**src/rtl/lc3_datapath_p_if.sv**
```systemverilog
// Control and data bundle between the ISDU/memory side and the LC-3 datapath.
// The signals are level-controlled each cycle; there is no valid/ready handshake.
interface lc3_datapath_p_if #(
  parameter int WIDTH = 16,
  parameter int LED_W = 12
);
  logic             LD_MAR, LD_MDR, LD_IR, LD_BEN, LD_CC, LD_REG, LD_PC, LD_LED;
  logic             GatePC, GateMDR, GateALU, GateMARMUX;
  logic             MIO_EN;
  logic [1:0]       PCMUX;
  logic             DRMUX, SR1MUX, SR2MUX, ADDR1MUX;
  logic [1:0]       ADDR2MUX;
  logic [1:0]       ALUK;
  logic [WIDTH-1:0] MDR_In;
  logic [WIDTH-1:0] MDR, MAR, IR, PC;
  logic             BEN;
  logic [LED_W-1:0] LED;
  logic             bus_err;

  modport master (
    output LD_MAR, LD_MDR, LD_IR, LD_BEN, LD_CC, LD_REG, LD_PC, LD_LED,
    output GatePC, GateMDR, GateALU, GateMARMUX, MIO_EN, PCMUX,
    output DRMUX, SR1MUX, SR2MUX, ADDR1MUX, ADDR2MUX, ALUK, MDR_In,
    input  MDR, MAR, IR, PC, BEN, LED, bus_err
  );

  modport slave (
    input  LD_MAR, LD_MDR, LD_IR, LD_BEN, LD_CC, LD_REG, LD_PC, LD_LED,
    input  GatePC, GateMDR, GateALU, GateMARMUX, MIO_EN, PCMUX,
    input  DRMUX, SR1MUX, SR2MUX, ADDR1MUX, ADDR2MUX, ALUK, MDR_In,
    output MDR, MAR, IR, PC, BEN, LED, bus_err
  );
endinterface

```
**src/rtl/lc3_datapath_p.sv**
```systemverilog
// Registered LC-3 datapath: bus/gate mux, PC/MAR/MDR/IR, regfile, ALU, address adder, CC, BEN, LED.
// Optional macro LC3_BUS_CONTENTION_CHECK_EN enables the sticky bus_err contention flag.
module lc3_datapath_p #(
  parameter int               WIDTH    = 16,
  parameter int               LED_W    = 12,
  parameter logic [WIDTH-1:0] PC_RESET = '0
) (
  input logic Clk,
  input logic Reset,
  lc3_datapath_p_if.slave dp
);
  logic [WIDTH-1:0] pc_q, mar_q, mdr_q, ir_q;
  logic [WIDTH-1:0] regs [8];
  logic [2:0]       cc_q;  // {N, Z, P}
  logic             ben_q;
  logic [LED_W-1:0] led_q;

  logic [WIDTH-1:0] bus, alu_out, addr_sum, addr1, addr2, sr1_data, sr2_data, alu_b, pc_next;
  logic [2:0]       sr1_addr, dr_addr;
  logic [2:0]       cc_next;

  // Read ports are purely combinational, so a same-cycle write is seen only after the edge.
  assign sr1_addr = dp.SR1MUX ? ir_q[11:9] : ir_q[8:6];
  assign dr_addr  = dp.DRMUX  ? 3'd7       : ir_q[11:9];
  assign sr1_data = regs[sr1_addr];
  assign sr2_data = regs[ir_q[2:0]];
  assign alu_b    = dp.SR2MUX ? WIDTH'($signed(ir_q[4:0])) : sr2_data;

  always_comb begin
    alu_out = '0;
    case (dp.ALUK)
      2'b00: alu_out = sr1_data + alu_b;
      2'b01: alu_out = sr1_data & alu_b;
      2'b10: alu_out = ~sr1_data;
      2'b11: alu_out = sr1_data;
      default: alu_out = '0;
    endcase
  end

  always_comb begin
    addr2 = '0;
    case (dp.ADDR2MUX)
      2'b00: addr2 = '0;
      2'b01: addr2 = WIDTH'($signed(ir_q[5:0]));
      2'b10: addr2 = WIDTH'($signed(ir_q[8:0]));
      2'b11: addr2 = WIDTH'($signed(ir_q[10:0]));
      default: addr2 = '0;
    endcase
  end

  assign addr1    = dp.ADDR1MUX ? sr1_data : pc_q;
  assign addr_sum = addr1 + addr2;

  // Fixed priority keeps the bus defined even when the controller double-gates.
  always_comb begin
    bus = '0;
    if (dp.GatePC)          bus = pc_q;
    else if (dp.GateMDR)    bus = mdr_q;
    else if (dp.GateALU)    bus = alu_out;
    else if (dp.GateMARMUX) bus = addr_sum;
  end

  always_comb begin
    pc_next = pc_q;
    case (dp.PCMUX)
      2'b00: pc_next = pc_q + 1'b1;
      2'b01: pc_next = bus;
      2'b10: pc_next = addr_sum;
      2'b11: pc_next = pc_q;
      default: pc_next = pc_q;
    endcase
  end

  always_comb begin
    cc_next = 3'b001;
    if (bus[WIDTH-1])   cc_next = 3'b100;
    else if (bus == '0) cc_next = 3'b010;
  end

  always_ff @(posedge Clk) begin
    if (Reset) begin
      pc_q  <= PC_RESET;
      mar_q <= '0;
      mdr_q <= '0;
      ir_q  <= '0;
      cc_q  <= 3'b010;
      ben_q <= 1'b0;
      led_q <= '0;
      for (int i = 0; i < 8; i++) regs[i] <= '0;
    end else begin
      if (dp.LD_MAR) mar_q <= bus;
      if (dp.LD_MDR) mdr_q <= dp.MIO_EN ? dp.MDR_In : bus;
      if (dp.LD_IR)  ir_q  <= bus;
      if (dp.LD_PC)  pc_q  <= pc_next;
      if (dp.LD_REG) regs[dr_addr] <= bus;
      if (dp.LD_CC)  cc_q  <= cc_next;
      // BEN uses the registered CC, so a simultaneous LD_CC does not affect it.
      if (dp.LD_BEN) ben_q <= (ir_q[11] & cc_q[2]) | (ir_q[10] & cc_q[1]) | (ir_q[9] & cc_q[0]);
      if (dp.LD_LED) led_q <= ir_q[LED_W-1:0];
    end
  end

`ifdef LC3_BUS_CONTENTION_CHECK_EN
  logic bus_err_q;
  logic multi_gate;
  assign multi_gate = (dp.GatePC  & (dp.GateMDR | dp.GateALU | dp.GateMARMUX)) |
                      (dp.GateMDR & (dp.GateALU | dp.GateMARMUX)) |
                      (dp.GateALU & dp.GateMARMUX);
  always_ff @(posedge Clk) begin
    if (Reset)           bus_err_q <= 1'b0;
    else if (multi_gate) bus_err_q <= 1'b1;
  end
  assign dp.bus_err = bus_err_q;
`else
  assign dp.bus_err = 1'b0;
`endif

  assign dp.PC  = pc_q;
  assign dp.MAR = mar_q;
  assign dp.MDR = mdr_q;
  assign dp.IR  = ir_q;
  assign dp.BEN = ben_q;
  assign dp.LED = led_q;
endmodule

```
**src/flat_wrapper.sv**
```systemverilog
// flat-port wrapper written by rule: the top's interface ports become plain ports
module lc3_datapath_p_flat 
#(
  parameter int               WIDTH    = 16,
  parameter int               LED_W    = 12,
  parameter logic [WIDTH-1:0] PC_RESET = '0
)
  (Clk, Reset, dp_LD_MAR, dp_LD_MDR, dp_LD_IR, dp_LD_BEN, dp_LD_CC, dp_LD_REG, dp_LD_PC, dp_LD_LED, dp_GatePC, dp_GateMDR, dp_GateALU, dp_GateMARMUX, dp_MIO_EN, dp_PCMUX, dp_DRMUX, dp_SR1MUX, dp_SR2MUX, dp_ADDR1MUX, dp_ADDR2MUX, dp_ALUK, dp_MDR_In, dp_MDR, dp_MAR, dp_IR, dp_PC, dp_BEN, dp_LED, dp_bus_err);
  lc3_datapath_p_if #(.WIDTH(WIDTH), .LED_W(LED_W)) dp_i ();
  input logic Clk;
  input logic Reset;
  input wire logic [$bits(dp_i.LD_MAR)-1:0] dp_LD_MAR;
  input wire logic [$bits(dp_i.LD_MDR)-1:0] dp_LD_MDR;
  input wire logic [$bits(dp_i.LD_IR)-1:0] dp_LD_IR;
  input wire logic [$bits(dp_i.LD_BEN)-1:0] dp_LD_BEN;
  input wire logic [$bits(dp_i.LD_CC)-1:0] dp_LD_CC;
  input wire logic [$bits(dp_i.LD_REG)-1:0] dp_LD_REG;
  input wire logic [$bits(dp_i.LD_PC)-1:0] dp_LD_PC;
  input wire logic [$bits(dp_i.LD_LED)-1:0] dp_LD_LED;
  input wire logic [$bits(dp_i.GatePC)-1:0] dp_GatePC;
  input wire logic [$bits(dp_i.GateMDR)-1:0] dp_GateMDR;
  input wire logic [$bits(dp_i.GateALU)-1:0] dp_GateALU;
  input wire logic [$bits(dp_i.GateMARMUX)-1:0] dp_GateMARMUX;
  input wire logic [$bits(dp_i.MIO_EN)-1:0] dp_MIO_EN;
  input wire logic [$bits(dp_i.PCMUX)-1:0] dp_PCMUX;
  input wire logic [$bits(dp_i.DRMUX)-1:0] dp_DRMUX;
  input wire logic [$bits(dp_i.SR1MUX)-1:0] dp_SR1MUX;
  input wire logic [$bits(dp_i.SR2MUX)-1:0] dp_SR2MUX;
  input wire logic [$bits(dp_i.ADDR1MUX)-1:0] dp_ADDR1MUX;
  input wire logic [$bits(dp_i.ADDR2MUX)-1:0] dp_ADDR2MUX;
  input wire logic [$bits(dp_i.ALUK)-1:0] dp_ALUK;
  input wire logic [$bits(dp_i.MDR_In)-1:0] dp_MDR_In;
  output wire logic [$bits(dp_i.MDR)-1:0] dp_MDR;
  output wire logic [$bits(dp_i.MAR)-1:0] dp_MAR;
  output wire logic [$bits(dp_i.IR)-1:0] dp_IR;
  output wire logic [$bits(dp_i.PC)-1:0] dp_PC;
  output wire logic [$bits(dp_i.BEN)-1:0] dp_BEN;
  output wire logic [$bits(dp_i.LED)-1:0] dp_LED;
  output wire logic [$bits(dp_i.bus_err)-1:0] dp_bus_err;
  assign dp_i.LD_MAR = dp_LD_MAR;
  assign dp_i.LD_MDR = dp_LD_MDR;
  assign dp_i.LD_IR = dp_LD_IR;
  assign dp_i.LD_BEN = dp_LD_BEN;
  assign dp_i.LD_CC = dp_LD_CC;
  assign dp_i.LD_REG = dp_LD_REG;
  assign dp_i.LD_PC = dp_LD_PC;
  assign dp_i.LD_LED = dp_LD_LED;
  assign dp_i.GatePC = dp_GatePC;
  assign dp_i.GateMDR = dp_GateMDR;
  assign dp_i.GateALU = dp_GateALU;
  assign dp_i.GateMARMUX = dp_GateMARMUX;
  assign dp_i.MIO_EN = dp_MIO_EN;
  assign dp_i.PCMUX = dp_PCMUX;
  assign dp_i.DRMUX = dp_DRMUX;
  assign dp_i.SR1MUX = dp_SR1MUX;
  assign dp_i.SR2MUX = dp_SR2MUX;
  assign dp_i.ADDR1MUX = dp_ADDR1MUX;
  assign dp_i.ADDR2MUX = dp_ADDR2MUX;
  assign dp_i.ALUK = dp_ALUK;
  assign dp_i.MDR_In = dp_MDR_In;
  assign dp_MDR = dp_i.MDR;
  assign dp_MAR = dp_i.MAR;
  assign dp_IR = dp_i.IR;
  assign dp_PC = dp_i.PC;
  assign dp_BEN = dp_i.BEN;
  assign dp_LED = dp_i.LED;
  assign dp_bus_err = dp_i.bus_err;
  lc3_datapath_p #(.WIDTH(WIDTH), .LED_W(LED_W), .PC_RESET(PC_RESET)) u_core (.Clk(Clk), .Reset(Reset), .dp(dp_i));
endmodule
```
**config.mk**
```make
export PLATFORM = sky130hd
export DESIGN_NAME = lc3_datapath_p_flat
export DESIGN_NICKNAME = d
export VERILOG_FILES = /design/src/rtl/lc3_datapath_p_if.sv /design/src/rtl/lc3_datapath_p.sv /design/src/flat_wrapper.sv
export SDC_FILE = /design/constraint.sdc
export NUM_CORES = 1
export LEC_CHECK = 0
export CAP_MARGIN = 20
export CORE_UTILIZATION = 31
export CTS_CLUSTER_SIZE = 16
export DETAILED_ROUTE_END_ITERATION = 10
export GPL_TIMING_DRIVEN = 0
export PLACE_DENSITY = 0.58
export SLEW_MARGIN = 10
export SYNTH_ARGS = -nofsm -noshare
export SYNTH_HDL_FRONTEND = slang
export SYNTH_SLANG_ARGS = --single-unit
export TNS_END_PERCENT = 20
```
**constraint.sdc**
```tcl
create_clock -name Clk -period 7.38 [get_ports Clk]
set_clock_uncertainty 0.2 [all_clocks]
set_input_delay 1.476 -clock Clk [delete_from_list [all_inputs] [get_ports Clk]]
set_output_delay 1.476 -clock Clk [all_outputs]
set_load 0.01 [all_outputs]
```
==> results.py, run 1 <==
metrics = {
    "synth": {
        "avgSynthCellArea_um2": 8.93,
        "synth_area_leaders": "edfxtp_1, dfxtp_1, nor2_1",
        "syn_area_um2": 13900,
        "synth-seq-cells": 211,
        "synth_mux_area_share_pct": 11.0,
        "yosysWarnings": 0,
        "ys_types": 90,
        "synth_top_family_by_area": "compound AO/OA/AOI/OAI gates",
        "yosysTopAreaCellShare_pct": 27.7,
        "synth_edf_count": 128,
        "yosys.area.top_type": "edfxtp_1",
        "synth-simple-area-share_pct": 19.1,
        "synthCells": 1557,
        "yosysSeqAreaShare_pct": 39.6,
        "synth_nets": 1635,
        "synthArstFlopShare_pct": 0,
        "synth_flop_cell": "edfxtp_1",
        "synth_xor_area_share_pct": 1.26,
        "synth_compound_area_share_pct": 21.0,
        "synth_fa_ha_area_share_pct": 3.44,
    },
    "grt": {
        "grt_max_degree": 17,
        "grt_pass1_wl_um": 84300,
        "grt_pass1_vias": 12800,
        "grt_remaining_overflow": 0,
        "grtUsageTotal_pct": 25.3,
        "antenna_found_initial": 0,
    },
    "timing": {
        "hold_slack_ns": 0.289,
        "rsz0062_at_grt": "false",
        "max_slew_margin_pct": 29.2,
        "finalSetupViolations": 0,
        "layout_setup_ws_ns": 0.436,
        "fin_crit_sh_pct": 94.1,
        "fin_crit_ns": 6.94,
        "fmax_mhz": 144,
        "slew_violations": 0,
        "worst_pin_slew_ns": 1.06,
        "finalHoldViolations": 0,
    },
    "clocking": {
        "htreeDepth": 1,
        "cts_tree": "built",
        "cts.sinks": 211,
        "clk_pin_slew_ns": 0.06,
        "insertion_delay_ns": 0.55,
        "ctsHoldBuffers": 0,
        "cts_buffers": 24,
        "cts_root_buf": "clkbuf_16",
        "clock_path_buffers": 3,
    },
    "worst_setup_path": {
        "max_stage_delay_ns": 0.62,
        "crit_buf_inv": 3,
        "cpLargestDelayFamily": "compound AO/OA/AOI/OAI gates",
        "cp_common_cell": "a211oi_1",
        "crit_arrival_ns": 7.17,
        "endpoint_kind": "flop",
        "crit_type": "in -> reg",
        "slowest_stage": "a211oi_1",
        "crit_path_cell_trace": "buf_6 > mux2i_2 > buf_6 > buf_2 > nand2_1 > a211oi_1 > o22ai_1 > mux2i_1 > ha_1 > o21ai_0 > o21ai_1 > o21ai_0 > a211oi_1 > nand2_1 > a31oi_1 > a211oi_1 > nand4_1 > nor4_2 > a311o_1",
        "startpoint_type": "input port",
        "cp.required_ns": 7.61,
        "crit_fanout": 10,
    },
    "placement": {
        "finalWeightedCongestion": 0.961,
        "numPortBuffers": 113,
        "place_ws_ns": -0.484,
        "place_hpwl_um": 44000,
    },
    "drt": {
        "vias_per_cell": 5.89,
        "drc_errors": 0,
        "drtAntennaViolNets": 0,
        "drt-wirelength-per-cell_um": 25.5,
        "detail_route.wirelength_um": 58800,
        "dr.pass1.iters": 7,
        "drt_iter0_drc": 1726,
        "vias": 13600,
    },
    "final_layout": {
        "final_common_cell": "nor2_1",
        "area_delta_synth_final_pct": 19.4,
        "finalNetCount": 1774,
        "layout_common_cells": "nor2_1, nand2_1, edfxtp_1",
        "drive_gt1_share_pct": 8.35,
        "fillCellCount": 4469,
        "n_antenna_cell": 0,
    },
    "power_and_ir_drop": {
        "seq_power_share_pct": 38.2,
        "p_per_area_nw_per_um2": 216,
        "p_total_mw": 3.59,
        "peakVddDrop_v": 0.000178,
        "switching_power_mw": 1.18,
        "p_sw_share_pct": 33.0,
        "power_leakage_nw": 5.98,
        "p_int_mw": 2.41,
        "p_comb_share_pct": 27.3,
        "pwr-share-clk_pct": 34.5,
    },
    "run_status": {
        "status": "complete, no violations",
    },
    "die": {
        "rows": 77,
        "initial_core_util_pct": 31.4,
        "die_w_um": 214,
        "ioPinCount": 119,
        "core_um2": 44200,
        "dieArea_um2": 45700,
        "die_h_um": 214,
    },
    "flow_run": {
        "drv_cap": 0,
    },
    "worst_hold_path": {
        "hp-class": "reg -> reg",
    },
}
[registers in the layout (all words and copies together), names as in the netlist, named ones only]
name           count
u_core.cc_q        3
u_core.regs      128
u_core.dp.IR      16
u_core.dp.MDR     16
u_core.dp.LED     12
u_core.dp.BEN      1
u_core.dp.PC      16
u_core.dp.MAR     16
[kinds of logic (layout without fill, tap and decap cells)]
| family | count (synthesis) | after routing |
|---|---|---|
| flip-flops | 211 | 211 |
| other | 1 | 1 |
| adder cells (fa/ha/maj) | 37 | 37 |
| AO/OA/AOI/OAI | 442 | 442 |
| AND/OR/NAND/NOR | 591 | 591 |
| XOR/XNOR | 20 | 20 |
| multiplexers | 103 | 103 |
| buffers and inverters | 152 | 308 |
[synth_stat cells, types with 16 or more instances]
cell type / number
buf_2: 21
dfxtp_1: 83
nor2_1: 282
o22ai_1: 21
a21oi_1: 101
mux2i_1: 46
mux4_2: 34
nor3_1: 18
inv_1: 31
edfxtp_1: 128
nand2b_1: 28
o211ai_1: 16
ha_1: 35
a211oi_1: 53
nand2_1: 138
o21ai_0: 98
clkbuf_1: 82
a22oi_1: 16
nor2b_1: 45
nand3_1: 19
[worst reg2reg max path: cells and delay by family, from the launching register on]
family / cells / cell delay, ns
adder cells (fa/ha/maj): 1 / 0.34
AO/OA/AOI/OAI: 9 / 2.18
buffers and inverters: 4 / 2.18
AND/OR/NAND/NOR: 4 / 1.08
XOR/XNOR: 1 / 0.22
flip-flops: 1 / 0.62
[path summary, 6_finish.rpt]
check	start	end	cells past startpoint	slack [ns]
min reg2reg	u_core.dp.MAR[4]$_SDFFE_PP0P_	u_core.dp.MAR[4]$_SDFFE_PP0P_	2	0.29
max	dp_SR1MUX	u_core.cc_q[1]$_SDFFE_PP1P_	19	0.44
min	u_core.dp.MAR[4]$_SDFFE_PP0P_	u_core.dp.MAR[4]$_SDFFE_PP0P_	2	0.29
max reg2reg	u_core.dp.IR[9]$_SDFFE_PP0P_	u_core.dp.MAR[15]$_SDFFE_PP0P_	19	0.46
[metal layers]
metal	wire, um	global-route usage [%]	vias up
met3	5640	4.50	144
met2	25900	38.8	812
met1	24700	34.6	6623
met5	0	0	-
li1	-	-	5991
met4	2620	11.3	0
[area by class of cell]
class	count	area, um2	share of cell area [%]
flip-flops and latches	211	5510	33.2
multi-input cells	1194	7780	46.9
clock inverters	8	118	0.709
repair buffers	113	1130	6.82
clock buffers	35	673	4.06
well taps	592	741	4.46
plain buffers	120	518	3.12
inverters	32	120	0.724
[power by group through the flow]
| stage | Sequential [mW] | Combinational [mW] | Clock [mW] |
|---|---|---|---|
| 2_1_floorplan | 1.38 | 0.588 | 0 |
| 3_3_place_gp | 1.39 | 0.945 | 0 |
| 3_5_place_dp | 1.39 | 0.951 | 0 |
| 4_1_cts | 1.37 | 0.957 | 1.25 |
| 5_1_grt | 1.38 | 1.04 | 1.29 |
| 6_report | 1.37 | 0.981 | 1.24 |
[per-stage QoR]
step,TNS [ns],util (%),cells,cell area (um2)
after floorplan,0,-,1557,13900
after global placement,-4.02,35.7,2262,15800
after detailed placement,-3.21,35.7,2262,15800
after CTS,0,37.5,2305,16600
after global routing,0,37.5,2305,16600
final,0,37.5,2305,16600
[repair_timing]
action                                  4_1_cts  5_1_grt
gates resized for setup                       0        4
endpoints found under the setup margin        0        9
setup buffers                                 0        0
Note: power is estimated with default switching activity, not from simulation.
==> run 2, diff against run 1 <==
Settings changed: ABC_AREA set to 0, CORE_UTILIZATION 31 to 25, PLACE_DENSITY 0.58 to 0.51.
==> results.py, run 2 (synthesized netlist as in run 1, its figures left out) <==
metrics = {
    "power_and_ir_drop": {
        "power_leakage_nw": 6.10,
        "pwr-share-clk_pct": 39.4,
        "p_comb_share_pct": 25.3,
        "switching_power_mw": 1.27,
        "seq_power_share_pct": 35.3,
        "p_per_area_nw_per_um2": 229,
        "p_int_mw": 2.63,
        "p_sw_share_pct": 32.6,
        "p_total_mw": 3.90,
        "peakVddDrop_v": 0.000149,
    },
    "grt": {
        "grt_pass1_wl_um": 88900,
        "grt_max_degree": 17,
        "grtUsageTotal_pct": 21.3,
        "antenna_found_initial": 0,
        "grt_remaining_overflow": 0,
        "grt_pass1_vias": 12900,
    },
    "worst_setup_path": {
        "startpoint": "dp_SR1MUX",
        "reg2reg_to": "u_core.dp.IR[15]$_SDFFE_PP0P_",
        "crit_fanout": 10,
        "crit_buf_inv": 3,
        "crit_path_cell_trace": "buf_6 > mux2i_2 > buf_2 > o21ai_0 > o22ai_1 > inv_1 > mux2_2 > fa_1 > a211oi_1 > o21ai_1 > a2111oi_1 > a2bb2oi_1 > nand2_1 > a31oi_1 > nor4_2 > a311o_1",
        "crit_type": "in -> reg",
        "r2r-start": "u_core.dp.IR[9]$_SDFFE_PP0P_",
        "crit_arrival_ns": 7.28,
        "cpLargestDelayFamily": "compound AO/OA/AOI/OAI gates",
        "cp_num_cells": 16,
        "crit_end": "u_core.cc_q[1]$_SDFFE_PP1P_",
        "endpoint_kind": "flop",
        "cp.required_ns": 7.64,
        "r2r_slack_ns": 0.41,
        "reg2reg_depth": 19,
        "max_stage_delay_ns": 0.71,
        "slowest_stage": "a2111oi_1",
        "startpoint_type": "input port",
    },
    "die": {
        "die_h_um": 238,
        "initial_core_util_pct": 25.3,
        "ioPinCount": 119,
        "dieArea_um2": 56600,
        "core_um2": 55000,
        "die_w_um": 238,
        "rows": 86,
    },
    "drt": {
        "dr.pass1.iters": 5,
        "detail_route.wirelength_um": 61900,
        "vias_per_cell": 5.49,
        "vias": 13500,
        "drt-wirelength-per-cell_um": 25.1,
        "drc_errors": 0,
        "drtAntennaViolNets": 0,
        "drt_iter0_drc": 1553,
    },
    "final_layout": {
        "largest_register": "u_core.regs",
        "finalNetCount": 1778,
        "fillCellCount": 5790,
        "stdcell_count": 2467,
        "layout_common_cells": "nor2_1, nand2_1, edfxtp_1",
        "n_antenna_cell": 0,
        "final_common_cell": "nor2_1",
        "drive_gt1_share_pct": 9.02,
        "largest_register_ffs": 128,
        "area_delta_synth_final_pct": 22.5,
    },
    "placement": {
        "numPortBuffers": 113,
        "finalWeightedCongestion": 0.931,
        "place_hpwl_um": 46700,
        "placedCellCount": 2419,
    },
    "timing": {
        "finalSetupViolations": 0,
        "fin_crit_ns": 7.03,
        "worst_pin_slew_ns": 1.07,
        "fmax_mhz": 142,
        "fin_crit_sh_pct": 95.2,
        "finalHoldViolations": 0,
        "max_slew_margin_pct": 28.8,
        "rsz0062_at_grt": "false",
        "slew_violations": 0,
    },
    "clocking": {
        "htreeDepth": 1,
        "clk_pin_slew_ns": 0.06,
        "cts.sinks": 211,
        "cts_buffers": 26,
        "clock_path_buffers": 3,
        "cts_root_buf": "clkbuf_16",
        "cts_tree": "built",
        "ctsHoldBuffers": 0,
        "insertion_delay_ns": 0.58,
    },
    "run_status": {
        "status": "complete, no violations",
    },
    "worst_hold_path": {
        "hp-class": "reg -> reg",
    },
    "flow_run": {
        "drv_cap": 0,
    },
}
==> run 2: final cells by class <==
class	count	area [um2]	area share (%)
Buffer	120	518	3.04
Sequential cell	211	5510	32.3
Clock buffer	30	729	4.28
Inverter	32	120	0.706
Timing Repair Buffer	115	1160	6.80
Tap cell	748	936	5.50
Multi-Input combinational cell	1194	7780	45.7
Clock inverter	17	279	1.64
==> run 2: worst min-delay path by stage <==
stage / depth (start not counted) / end / from
2_1_floorplan: 2 / u_core.cc_q[2]$_SDFFE_PP0P_ / u_core.cc_q[2]$_SDFFE_PP0P_
3_3_place_gp: 2 / u_core.dp.LED[9]$_SDFFE_PP0P_ / u_core.dp.LED[9]$_SDFFE_PP0P_
3_5_place_dp: 2 / u_core.dp.MAR[6]$_SDFFE_PP0P_ / u_core.dp.MAR[6]$_SDFFE_PP0P_
4_1_cts: 2 / u_core.dp.MAR[6]$_SDFFE_PP0P_ / u_core.dp.MAR[6]$_SDFFE_PP0P_
5_1_grt: 2 / u_core.dp.MAR[6]$_SDFFE_PP0P_ / u_core.dp.MAR[6]$_SDFFE_PP0P_
6_report: 2 / u_core.dp.MAR[6]$_SDFFE_PP0P_ / u_core.dp.MAR[6]$_SDFFE_PP0P_
==> run 2: power groups by stage <==
stage / clock network, mW / registers [mW] / logic (mW)
6_report: 1.54 / 1.38 / 0.988
5_1_grt: 1.59 / 1.38 / 1.05
4_1_cts: 1.55 / 1.37 / 0.964
3_5_place_dp: 0 / 1.40 / 0.959
3_3_place_gp: 0 / 1.40 / 0.954
2_1_floorplan: 0 / 1.38 / 0.588
==> run 2: timing repair <==
item / in CTS / in global routing
endpoints found under the setup margin: 0 / 12
resized for setup: 0 / 3
setup buffers: 0 / 0
==> run 2: metal layers <==
metal	vias to the layer above	track usage (%)	wire length (um)
met5	-	0	0
met4	0	6.57	1810
met3	111	4.81	5410
met2	687	33.3	27700
met1	6729	29.1	27000
li1	6011	-	-
==> run 2: worst min-delay path: stages (launching register included) <==
cell and delay, ns:
dfxtp_1 0.32, nand2_1 0.06, a21oi_1 0.05
==> run 2: stage by stage <==
stage	instance area (um2)	hold WS, ns	setup WS [ns]	TNS (ns)	utilization [%]
4_1_cts	17000	0.281	0.0534	0	30.9
5_1_grt	17000	0.295	0.252	0	31.0
2_1_floorplan	13900	0.278	1.54	0	-
3_3_place_gp	16000	0.276	-0.528	-4.85	29.0
3_5_place_dp	16000	0.271	-0.487	-3.78	29.1
6_report	17000	0.278	0.352	0	31.0
==> run 3, diff against run 2 <==
Settings changed: ABC_AREA 0 to not set.
==> results of run 3 <==
Same layout as run 2: the final DEF is identical, and so are final timing and power.
